[config.mk]
export PLATFORM = sky130hd
export DESIGN_NAME = lfsr_interval_timer
export DESIGN_NICKNAME = d
export VERILOG_FILES = /design/src/rtl/lfsr_interval_timer.sv
export SDC_FILE = /design/constraint.sdc
export NUM_CORES = 1
export LEC_CHECK = 0
export CAP_MARGIN = 15
export CORE_UTILIZATION = 30
export DETAILED_ROUTE_END_ITERATION = 12
export PLACE_DENSITY = 0.54
export SYNTH_ARGS = -nofsm -noshare
export SYNTH_HDL_FRONTEND = slang
export SYNTH_SLANG_ARGS = --single-unit
[constraint.sdc]
create_clock -name clk -period 2.4 [get_ports clk]
set_clock_uncertainty 0.2 [all_clocks]
set_input_delay 0.36 -clock clk [delete_from_list [all_inputs] [get_ports clk]]
set_output_delay 0.36 -clock clk [all_outputs]
set_load 0.005 [all_outputs]
[src/rtl/lfsr_interval_timer.sv]
// lfsr_interval_timer: programmable interval timer built on an XNOR LFSR base tick.
// The LFSR runs from 0 up to TICK_END, which marks one base tick. A tick counter
// then counts up to the programmed interval and raises a timeout, either once or
// periodically.
// Optional build macro: TIMER_STICKY_IRQ_EN adds the irq_clr input and the sticky
// irq output.
module lfsr_interval_timer #(
  parameter int                LFSR_W   = 16,
  parameter logic [LFSR_W-1:0] TAPS     = 16'h8016,
  parameter logic [LFSR_W-1:0] TICK_END = 16'hBD31,
  parameter int                CNT_W    = 7
) (
  input  logic             clk,
  input  logic             rst,
  input  logic             enable,
  input  logic             start,
  input  logic             abort,
  input  logic             periodic,
  input  logic [CNT_W-1:0] interval,
  output logic             busy,
  output logic             tick,
  output logic             timeout,
  output logic             err,
  output logic [CNT_W-1:0] ticks_done
`ifdef TIMER_STICKY_IRQ_EN
  ,
  input  logic             irq_clr,
  output logic             irq
`endif
);

  typedef enum logic {
    ST_IDLE = 1'b0,
    ST_RUN  = 1'b1
  } state_t;

  state_t             r_state;
  logic [LFSR_W-1:0]  r_lfsr;
  logic [CNT_W-1:0]   r_count;
  logic [CNT_W-1:0]   r_interval;
  logic               r_periodic;
  logic               r_tick;
  logic               r_timeout;
  logic               r_err;

  logic               w_fb;
  logic [LFSR_W-1:0]  w_lfsr_step;
  logic               w_at_end;
  logic [CNT_W-1:0]   w_count_inc;
  logic               w_hit;
  logic               w_counting;
  logic               w_tick_evt;
  logic               w_timeout_evt;
  logic               w_err_evt;

  // XNOR feedback keeps the all-zero state legal, so the sequence starts at 0.
  assign w_fb        = ~^(r_lfsr & TAPS);
  assign w_lfsr_step = {r_lfsr[LFSR_W-2:0], w_fb};
  assign w_at_end    = (r_lfsr == TICK_END);

  // Count compares against the value it is about to take, so timeout coincides with the last tick.
  assign w_count_inc = r_count + CNT_W'(1);
  assign w_hit       = (w_count_inc == r_interval);

  // abort and start both pre-empt counting on the same edge.
  assign w_counting    = (r_state == ST_RUN) && enable && !start && !abort;
  assign w_tick_evt    = w_counting && w_at_end;
  assign w_timeout_evt = w_tick_evt && w_hit;
  assign w_err_evt     = !abort && start && (interval == '0);

  // Timer FSM: abort > start > counting, with registered pulse outputs.
  always_ff @(posedge clk or posedge rst) begin
    if (rst) begin
      r_state    <= ST_IDLE;
      r_lfsr     <= '0;
      r_count    <= '0;
      r_interval <= '0;
      r_periodic <= 1'b0;
      r_tick     <= 1'b0;
      r_timeout  <= 1'b0;
      r_err      <= 1'b0;
    end else begin
      r_tick    <= w_tick_evt;
      r_timeout <= w_timeout_evt;
      r_err     <= w_err_evt;
      if (abort) begin
        r_state <= ST_IDLE;
        r_lfsr  <= '0;
        r_count <= '0;
      end else if (start) begin
        // A zero interval is rejected and leaves everything untouched.
        if (interval != '0) begin
          r_interval <= interval;
          r_periodic <= periodic;
          r_lfsr     <= '0;
          r_count    <= '0;
          r_state    <= ST_RUN;
        end
      end else if (w_counting) begin
        if (w_at_end) begin
          r_lfsr <= '0;
          if (w_hit) begin
            r_count <= '0;
            if (!r_periodic) begin
              r_state <= ST_IDLE;
            end
          end else begin
            r_count <= w_count_inc;
          end
        end else begin
          r_lfsr <= w_lfsr_step;
        end
      end
    end
  end

  assign busy       = (r_state == ST_RUN);
  assign tick       = r_tick;
  assign timeout    = r_timeout;
  assign err        = r_err;
  assign ticks_done = r_count;

`ifdef TIMER_STICKY_IRQ_EN
  logic r_irq;

  // Sticky interrupt: set by a timeout, cleared by irq_clr; a simultaneous set wins.
  always_ff @(posedge clk or posedge rst) begin
    if (rst) begin
      r_irq <= 1'b0;
    end else if (w_timeout_evt) begin
      r_irq <= 1'b1;
    end else if (irq_clr) begin
      r_irq <= 1'b0;
    end
  end

  assign irq = r_irq;
`endif

endmodule

# Word level (Yosys, flattened, before mapping)
# Cells that the tools add are included.
op_classes:
  addsub: 1
  muxes: 18
  reduce_logical: 19
  bitwise_logic: 1
  n_eq_ne: 4
ops:
  columns: ["op", "count"]
  rows:
  - ["$mux W16", 5]
  - ["$mux W7", 6]
  - ["$eq A16 B16 Y1 const B", 1]
  - ["$reduce_xnor A16 Y1", 1]
  - ["$reduce_bool A3 Y1", 3]
  - ["$add A7 B1 Y7 const B", 1]
  - ["$eq A7 B7 Y1", 1]
  - ["$logic_and A1 B1 Y1", 7]
  - ["$logic_not A7 Y1", 1]
  - ["$mux W1", 7]
  - ["$reduce_bool A7 Y1", 1]
  - ["$reduce_and A3 Y1", 2]
  - ["$reduce_and A5 Y1", 1]
  - ["$ne A3 B1 Y1 const B", 1]
  - ["$ne A3 B3 Y1 const B", 1]
  - ["$logic_not A1 Y1", 2]
  - ["$reduce_and A2 Y1", 1]
  - ["$not A1 Y1", 1]
totals:
  register_bits: 35
  in_bits: 13

# Depth between registers and ports, before layout
# Gate-level depths: netlist of the first run.
depth:
  depth_word: 7
  ltp_mapped: 6
  depth_no_buf: 6

# Least setup slack after synthesis of the first run
# No wires, ideal clock.
synth_path:
  path_type: "reg-to-reg"
  startpoint: "reg r_count[0] (netlist: ticks_done[0])"
  endpoint: "reg r_count[2] (netlist: ticks_done[2])"
  arrival_time_ns: 1.686
  path_slack_ns: 0.372
  n_path_buf: 0
  path_stages_with_launch: 7
  setup_time_ns: 0.142
  t_required_ns: 2.058
  cell_sequence: "dfrtp_1 ha_1 xor2_1 o2111ai_1 o21ai_1 o31ai_4 o211ai_1"
synth_between:
  elab_chain_len: 7
synth_lines:
  columns: ["element", "line_no", "rtl"]
  rows:
  - ["from (decl)", "39", "logic [CNT_W-1:0] r_count;"]
  - ["from (signal assigned)", "108", "r_count <= w_count_inc;"]
  - ["$add A7 B1 Y7 *", "62", "assign w_count_inc = r_count + CNT_W'(1);"]
  - ["$eq A7 B7 Y1", "63", "assign w_hit = (w_count_inc == r_interval);"]
  - ["$mux W7 *", "102", "if (w_hit) begin"]
  - ["$mux W7 *", "100", "if (w_at_end) begin"]
  - ["$mux W7 *", "99", "end else if (w_counting) begin"]
  - ["$mux W7 *", "90", "end else if (start) begin"]
  - ["$mux W7 *", "86", "if (abort) begin"]
# Mark *: on every way between the ends. The rest lies on a longest branch, timed or not. The select of a mux whose other input is x is not followed.
# A chain may end at the register's enable or synchronous reset.

# Worst setup path in the final report of the first run
layout_path:
  startpoint: "reg r_count[0] (netlist: ticks_done[0])"
  endpoint: "reg r_count[4] (netlist: ticks_done[4])"
# Same word-level chain as after synthesis.

==> results.md, run 1 <==
- The tree is rooted in a clkbuf_8.
- The number of rows in the core area is 27.
- The setup slack of the most critical reg-to-reg path is 0.23 ns.
- The count of antenna diodes in the layout is 0.
- The detailed-route DRC error count is 0.
- Counting flops and latches in the post-synthesis netlist gives 35.
- For this run, the total global-route usage over all layers was measured as 0.138.
- Counting flops with a built-in enable in the synthesized netlist gives 0.
- During placement, the flow inserted port buffers numbering 23.
- Max-cap violations in this run came to 0.
- On the critical path, the stage with the largest delay is an instance of dfrtp_1.
- STA classifies the critical path endpoint as a flip-flop.
- The total negative slack is 0 ns.
- The final-stage net count is 196.
- Gates resized during post-CTS repair numbered 0.
- The cell type contributing the most total cell area after synthesis is dfrtp_1.
- The share of flip-flops with an asynchronous set or reset after synthesis is 1.00.
- The synthesized netlist contains 43 unique library cells.
- The remaining antenna violation count after routing is 0.
- The per-cell routed wire length is 14.4 um.
- In the final layout, the share of cells above drive strength 1 is 0.188.
- The number of I/O pins is 24.
- The type of the most critical hold path is in2async.
- The flow ran to the end, and the final reports show no timing, DRC or antenna violations.
- The clock tree from TritonCTS is done.
- The number of optimization iterations in the first detailed-route pass is 4.
- In this run, the number of DRC markers left after iteration 0 of detailed routing was 96.
- From left edge to right edge, the die measures 78.7 um.
- No sink is reached through more buffers than the 2 on the longest clock path.
- The number of hold-slack violations in the final timing report is 0.
- The wire length of the first global-routing pass is 6460 um.
- The initial antenna violation count is 0.
- The worst register-to-register path begins at ticks_done[0]$_DFFE_PP0P_.
- The arrival time at the worst endpoint is 2.11 ns.
- The area enclosed by the die boundary is 6200 sq um.
- The terminus of the critical flop-to-flop path is ticks_done[4]$_DFFE_PP0P_.
- Across all hold checks on the routed design, the worst slack comes to 0.288 ns.
- Of the synthesized area, sequential elements account for 0.496.
- The maximum ir drop on the vdd rail is 0.000231 V.
- The share of synthesized area in the top cell type comes to 0.496.
- The maximum number of pins on one net before global-route repair is 36.
- The routed layout has 1280 vias.
- The H-tree was split into 2 levels.
- The analysis attributes to cell leakage a power of 0.895 nW.
- The count of clock tree sinks is 35.
- In the synthesized netlist the dominant register cell turns out to be dfrtp_1.
- The area inside the core boundary is 5610 sq um.
- The setup fix buffers added after clock tree synthesis is 0.
- Of the available clock period, the critical path in the final layout requires 0.904.
- The warning count from the yosys run is 0.
- The critical path goes through ha_2 -> xor2_1 -> nor2_1 -> nand3b_1 -> o31ai_4 -> o211ai_1.
- The y dimension of the die is 78.7 um.
- The transition at the pin with the smallest max-transition slack is 0.523 ns.
- Setup repair after global routing left no endpoint under its margin.
- In the post-synthesis netlist, the biggest area contributors are dfrtp_1 50%, a22o_1 7.4%, mux2_2 4.5%.
- At the later pin of the worst-skew pair, clock insertion delay measures 0.28 ns.
- Summed over all nets, the half-perimeter wirelength after detailed placement is 2670 um.
- In this run the tightest slew margin relative to its limit is 0.649.
- The total overflow left after global routing is 0.
- STA puts the critical path data required time at 2.34 ns.
- The post-cts hold buffer count is 0.
- The clock edge transition at the registers on the reported setup and hold paths is 0.07 ns.
- In this run the power density over the cells is 536 nW/um^2.
- The number of nets in the synthesized netlist is 166.
- The average via count per standard cell is 5.06.
- Subtracting the final worst setup slack from the clock period gives 2.17 ns.
- On the worst path, the slowest cell contributes a delay of 0.45 ns.
- The setup-violating endpoint count in the final report is 0.
- The worst-path maximum fanout is 7.
- The worst setup path category is reg2reg.
- The routed wire length is 3650 um.
- Routability-driven placement finished with a final weighted congestion of 0.811.
- The number of filler cells placed in the layout is 568.
- A synthesized cell averages 11.6 sq um.
- The worst setup path is launched from a flip-flop.
- Measured in cells, the most critical reg-to-reg path has a length of 6.
- Static timing analysis puts the maximum clock frequency at 461 MHz.
- The number of global-route vias before repair is 1323.
- The layout overhead on the synthesized area is 23.0%.
- The initial core utilization is 0.315.
- The clock buffer count from CTS is 5.
- The number of slew-limit violations in the final report is 0.
- Summing every instance area after synthesis gives 1770 sq um.
- After technology mapping, the gate count stands at 152.
[synthesized netlist by cell type (all sizes together) (3+ instances only)]
master,count
inv,3
nand2,16
xnor2,6
nor2,11
a22o,16
nand3b,3
nor3,4
dfrtp,35
o21ai,5
o311ai,5
nand3,3
mux2,7
buf,3
and4bb,3
o211ai,5
xor2,5
[critical path, delay by kind of cell, from the launching register on]
kind            cells  cell delay, ns
flops               1            0.45
xor+xnor            1            0.16
simple gates        2            0.35
compound gates      2            0.56
fa+ha+maj           1            0.32
[per-stage QoR]
step           power, mW  utilization  instances  worst slack [ns]  area [sq um]
6_report            1.16        0.388        253             0.231          2170
5_1_grt             1.23        0.388        253            0.0417          2170
4_1_cts             1.18        0.387        253             0.141          2170
3_5_place_dp       0.794        0.374        247             0.138          2100
3_3_place_gp       0.788        0.374        247             0.139          2100
2_1_floorplan      0.738            -        152             0.372          1770
[power by group]
part,internal (mW),switching (mW),total (mW)
clock network,0.193,0.189,0.382
registers,0.614,0.0213,0.635
logic,0.0684,0.0786,0.147
[cell families (layout without fill, tap and decap cells)]
family | after synthesis | count (layout) | synth area share
multiplexers | 7 | 7 | 0.0446
AO/OA/AOI/OAI | 38 | 38 | 0.183
adder cells (fa/ha/maj) | 1 | 1 | 0.00708
buffers and inverters | 8 | 37 | 0.0212
XOR/XNOR | 11 | 11 | 0.0545
AND/OR/NAND/NOR | 52 | 52 | 0.194
flip-flops | 35 | 35 | 0.496
[final cells by class]
cell class / instances / area [sq um] / share of cell area
Multi-Input combinational cell: 109 / 856 / 0.394
Tap cell: 72 / 90.1 / 0.0415
Timing Repair Buffer: 28 / 268 / 0.123
Sequential cell: 35 / 876 / 0.403
Inverter: 3 / 11.3 / 0.00518
Clock buffer: 6 / 72.6 / 0.0334
[flip-flops by register name, summed over array words and instances (netlist names)]
name and cells:
tick 1, timeout 1, err 1, r_interval 7, r_periodic 1, busy 1, r_lfsr 16, ticks_done 7
[metal layers]
metal  track usage  routed length (um)  vias to the layer above
met3        0.0437                 150                        2
met1         0.183                1790                      627
met2         0.204                1660                       26
li1              -                   -                      625
met4        0.0611                  39                        0
met5             0                   0                        -
[cells in the final DEF (no fill, tap or decap), drive strengths merged, types with 2 or more instances in the layout]
master          n
dfrtp          35
clkdlybuf4s50  23
nand2          16
a22o           16
nor2           11
mux2            7
xnor2           6
clkbuf          6
xor2            5
o211ai          5
buf             5
o21ai           5
o311ai          5
nor3            4
nand3b          3
inv             3
and4bb          3
nand3           3
or2             2
nor4            2
[worst max-delay path by stage]
stage | from | endpoint
final | ticks_done[0]$_DFFE_PP0P_ | ticks_done[4]$_DFFE_PP0P_
after global routing | ticks_done[0]$_DFFE_PP0P_ | ticks_done[5]$_DFFE_PP0P_
after CTS | ticks_done[0]$_DFFE_PP0P_ | ticks_done[5]$_DFFE_PP0P_
after detailed placement | abort | r_interval[3]$_DFFE_PP0P_
after global placement | interval[0] | busy$_DFFE_PP0P_
after floorplan | ticks_done[0]$_DFFE_PP0P_ | ticks_done[2]$_DFFE_PP0P_
Power figures use the tool's default switching activity.
==> run 2, diff against run 1 <==
Settings changed: CAP_MARGIN 15 to default.
==> results of run 2 <==
The final DEF is identical to that of run 1; final timing and power are the same.
==> run 3, diff against run 2 <==
Settings changed: SETUP_SLACK_MARGIN from default to 0.05.
==> run 3 against run 2 <==
Net effect:
- first-iteration DRC count decreased by 2.1%
- routed wire length increased by 0.71%
- critical path depth unchanged
- die area unchanged
- final cell count unchanged
- global-route usage unchanged
- via count increased by 0.55%
- non-clock buffer count unchanged
- total power increased by 0.29%
==> results.md, run 3 (synthesized netlist as in run 1, its figures left out) <==
- 24 I/O pins were placed.
- The die is 78.7 um wide.
- The depth of the worst register-to-register path is 6.
- The peak per-stage delay on the critical path is 0.45 ns.
- The total of max-cap violations is 0.
- The worst-case IR drop observed on VDD is 0.000231 V.
- The number of global-route vias before repair is 1323.
- The layout overhead on the synthesized area is 23.5%.
- In this run, post-CTS hold repair placed 0 buffers.
- Across every metal layer, demand over resource in global routing totals 0.138.
- The worst setup path category is reg2reg.
- The standard cell area after detailed placement is 2100 sq um.
- Clock-pin slew was measured on the worst setup and hold paths at 0.07 ns.
- The quantity of gates resized following cts is 0.
- The shortest clock period the worst path allows after layout is 2.16 ns.
- The depth of the CTS H-tree is 2.
- The worst setup path is launched from a flip-flop.
- The setup-violating endpoint count in the final report is 0.
- The launch point of the worst reg-to-reg path is ticks_done[0]$_DFFE_PP0P_.
- The worst setup path is captured at a flip-flop.
- The number of hold-slack violations in the final timing report was 0.
- Counting flops per register, the top entry is r_lfsr.
- TritonCTS built the clock tree.
- After detailed routing, the number of remaining DRC violations is 0.
- Counting tap cells, the placed design contains a total of 247 instances.
- Leaving out fill and tap cells, the most frequent cells in the layout are 34 x dfrtp_1, 23 x clkdlybuf4s50_1, 16 x nand2_1, 15 x a22o_1, 9 x nor2_1.
- The clock passes through at most 2 buffers.
- The number of DRC markers in iteration 0 is 94.
- Of the cells placed in the final design, the portion with a size suffix greater than 1 is 0.199.
- During placement, the flow inserted port buffers numbering 23.
- For this block, the routed nets add up to 3670 um of wire.
- The signal on the critical path passes through ha_2 -> xor2_1 -> o2111ai_1 -> o21ai_1 -> o31ai_4 -> o211ai_1.
- Timing would allow up to 464 MHz.
- The count of cells in the finished layout, fillers not included, comes to 253.
- The setup slack of the most critical reg-to-reg path is 0.24 ns.
- The first global-routing pass estimated 6460 um of wire.
- The initial antenna violation count was 0.
- The average via count per standard cell is 5.09.
- The worst-case setup slack after placement is 0.138 ns.
- The weighted congestion at the end of routability-driven global placement is 0.811.
- The clock drives 35 sinks.
- The area inside the core boundary is 5610 sq um.
- The register with the most flip-flops in the layout has 16 of them.
- The remaining antenna violation count after routing is 0.
- Once layout is done, the placed cells without fillers occupy 2180 sq um.
- The maximum number of pins on one net before global-route repair is 36.
- In this run the clock root is driven by a clkbuf_8.
- The run finished with clean final reports.
- The count of antenna diodes in the layout is 0.
- The clock buffer count from CTS is 5.
- The total congestion overflow after global routing is 0.
- The latest clock arrival within the worst-skew pair is 0.28 ns.
- Setup total negative slack on the finished layout was measured at 0 ns.
- The required time reported for the critical path endpoint is 2.35 ns.
- The static power due to leakage is 0.893 nW.
- The worst hold path belongs to the class in2async.
- The library cell used most frequently in the layout, excluding fill and tap cells, is dfrtp_1.
- The number of rows in the core area is 27.
- Measured against its own limit, the worst slew margin works out to 0.615.
- The number of vias after detailed routing is 1287.
- The worst path meets setup with 0.245 ns of slack.
- The first detailed-routing pass took 4 iterations.
- The final-stage net count is 196.
- The setup fix buffers added after clock tree synthesis is 0.
- Setup repair after global routing left no endpoint under its margin.
- The endpoint identified for the worst register-to-register timing path is ticks_done[4]$_DFFE_PP0P_.
- Of all nets on the critical path, the largest fanout is 7.
- The y dimension of the die is 78.7 um.
- The per-cell routed wire length is 14.5 um.
- The ratio of final minimum period to clock period is 0.898.
- After layout, the design draws a total of 1.17 mW.
- Among all stages on the critical path, the largest delay is contributed by dfrtp_2.
- The HPWL after detailed placement is 2670 um.
- The transition at the pin with the smallest max-transition slack is 0.574 ns.
- Dividing total power by cell area gives a power density of 535 nW/um^2.
- The area enclosed by the die boundary is 6200 sq um.
- The number of slew-limit violations in the final report was 0.
- The initial core utilization is 0.315.
- The arrival time at the worst endpoint is 2.10 ns.
-- run 3: cell counts in the layout (fill, tap and decap cells not counted) --
No cell type changed its count.
-- run 3: metal layers --
| layer | track usage | wire [um] | vias up |
|---|---|---|---|
| met2 | 0.204 | 1690 | 26 |
| li1 | - | - | 627 |
| met5 | 0 | 0 | - |
| met3 | 0.0437 | 143 | 2 |
| met4 | 0.0611 | 39 | 0 |
| met1 | 0.183 | 1800 | 632 |
-- run 3: worst max-delay path: cells and delay by family, from the launching register on --
kind	cells	cell delay, ns
AOI/OAI and AO/OA	4	0.97
xor gates and xnor gates	1	0.17
adders and majority gates	1	0.23
DFF	1	0.45
-- run 3: through the flow --
step | hold WS, ns | util
floorplan | 0.253 | -
global placement | 0.294 | 0.374
detailed placement | 0.305 | 0.374
CTS | 0.304 | 0.387
global route | 0.351 | 0.389
finish | 0.286 | 0.389
-- run 3: worst max path at each step --
stage | start | endpoint | slack (ns) | depth (start not counted)
floorplan | ticks_done[0]$_DFFE_PP0P_ | ticks_done[2]$_DFFE_PP0P_ | 0.37 | 6
global placement | interval[0] | busy$_DFFE_PP0P_ | 0.14 | 6
detailed placement | abort | r_interval[3]$_DFFE_PP0P_ | 0.14 | 3
CTS | ticks_done[0]$_DFFE_PP0P_ | ticks_done[5]$_DFFE_PP0P_ | 0.14 | 6
global route | ticks_done[0]$_DFFE_PP0P_ | ticks_done[3]$_DFFE_PP0P_ | 0.12 | 6
finish | ticks_done[0]$_DFFE_PP0P_ | ticks_done[4]$_DFFE_PP0P_ | 0.24 | 6
-- run 3: cell type report --
cell class                      instances  area, sq um
Clock buffer                            6         72.6
Tap cell                               72         90.1
Fill cell                             567         3430
Multi-Input combinational cell        109          863
Inverter                                3         11.3
Sequential cell                        35          877
Timing Repair Buffer                   28          268
-- run 3: power by group --
part           switching [mW]  internal (mW)
registers              0.0213          0.614
clock network           0.191          0.193
logic                  0.0804         0.0684
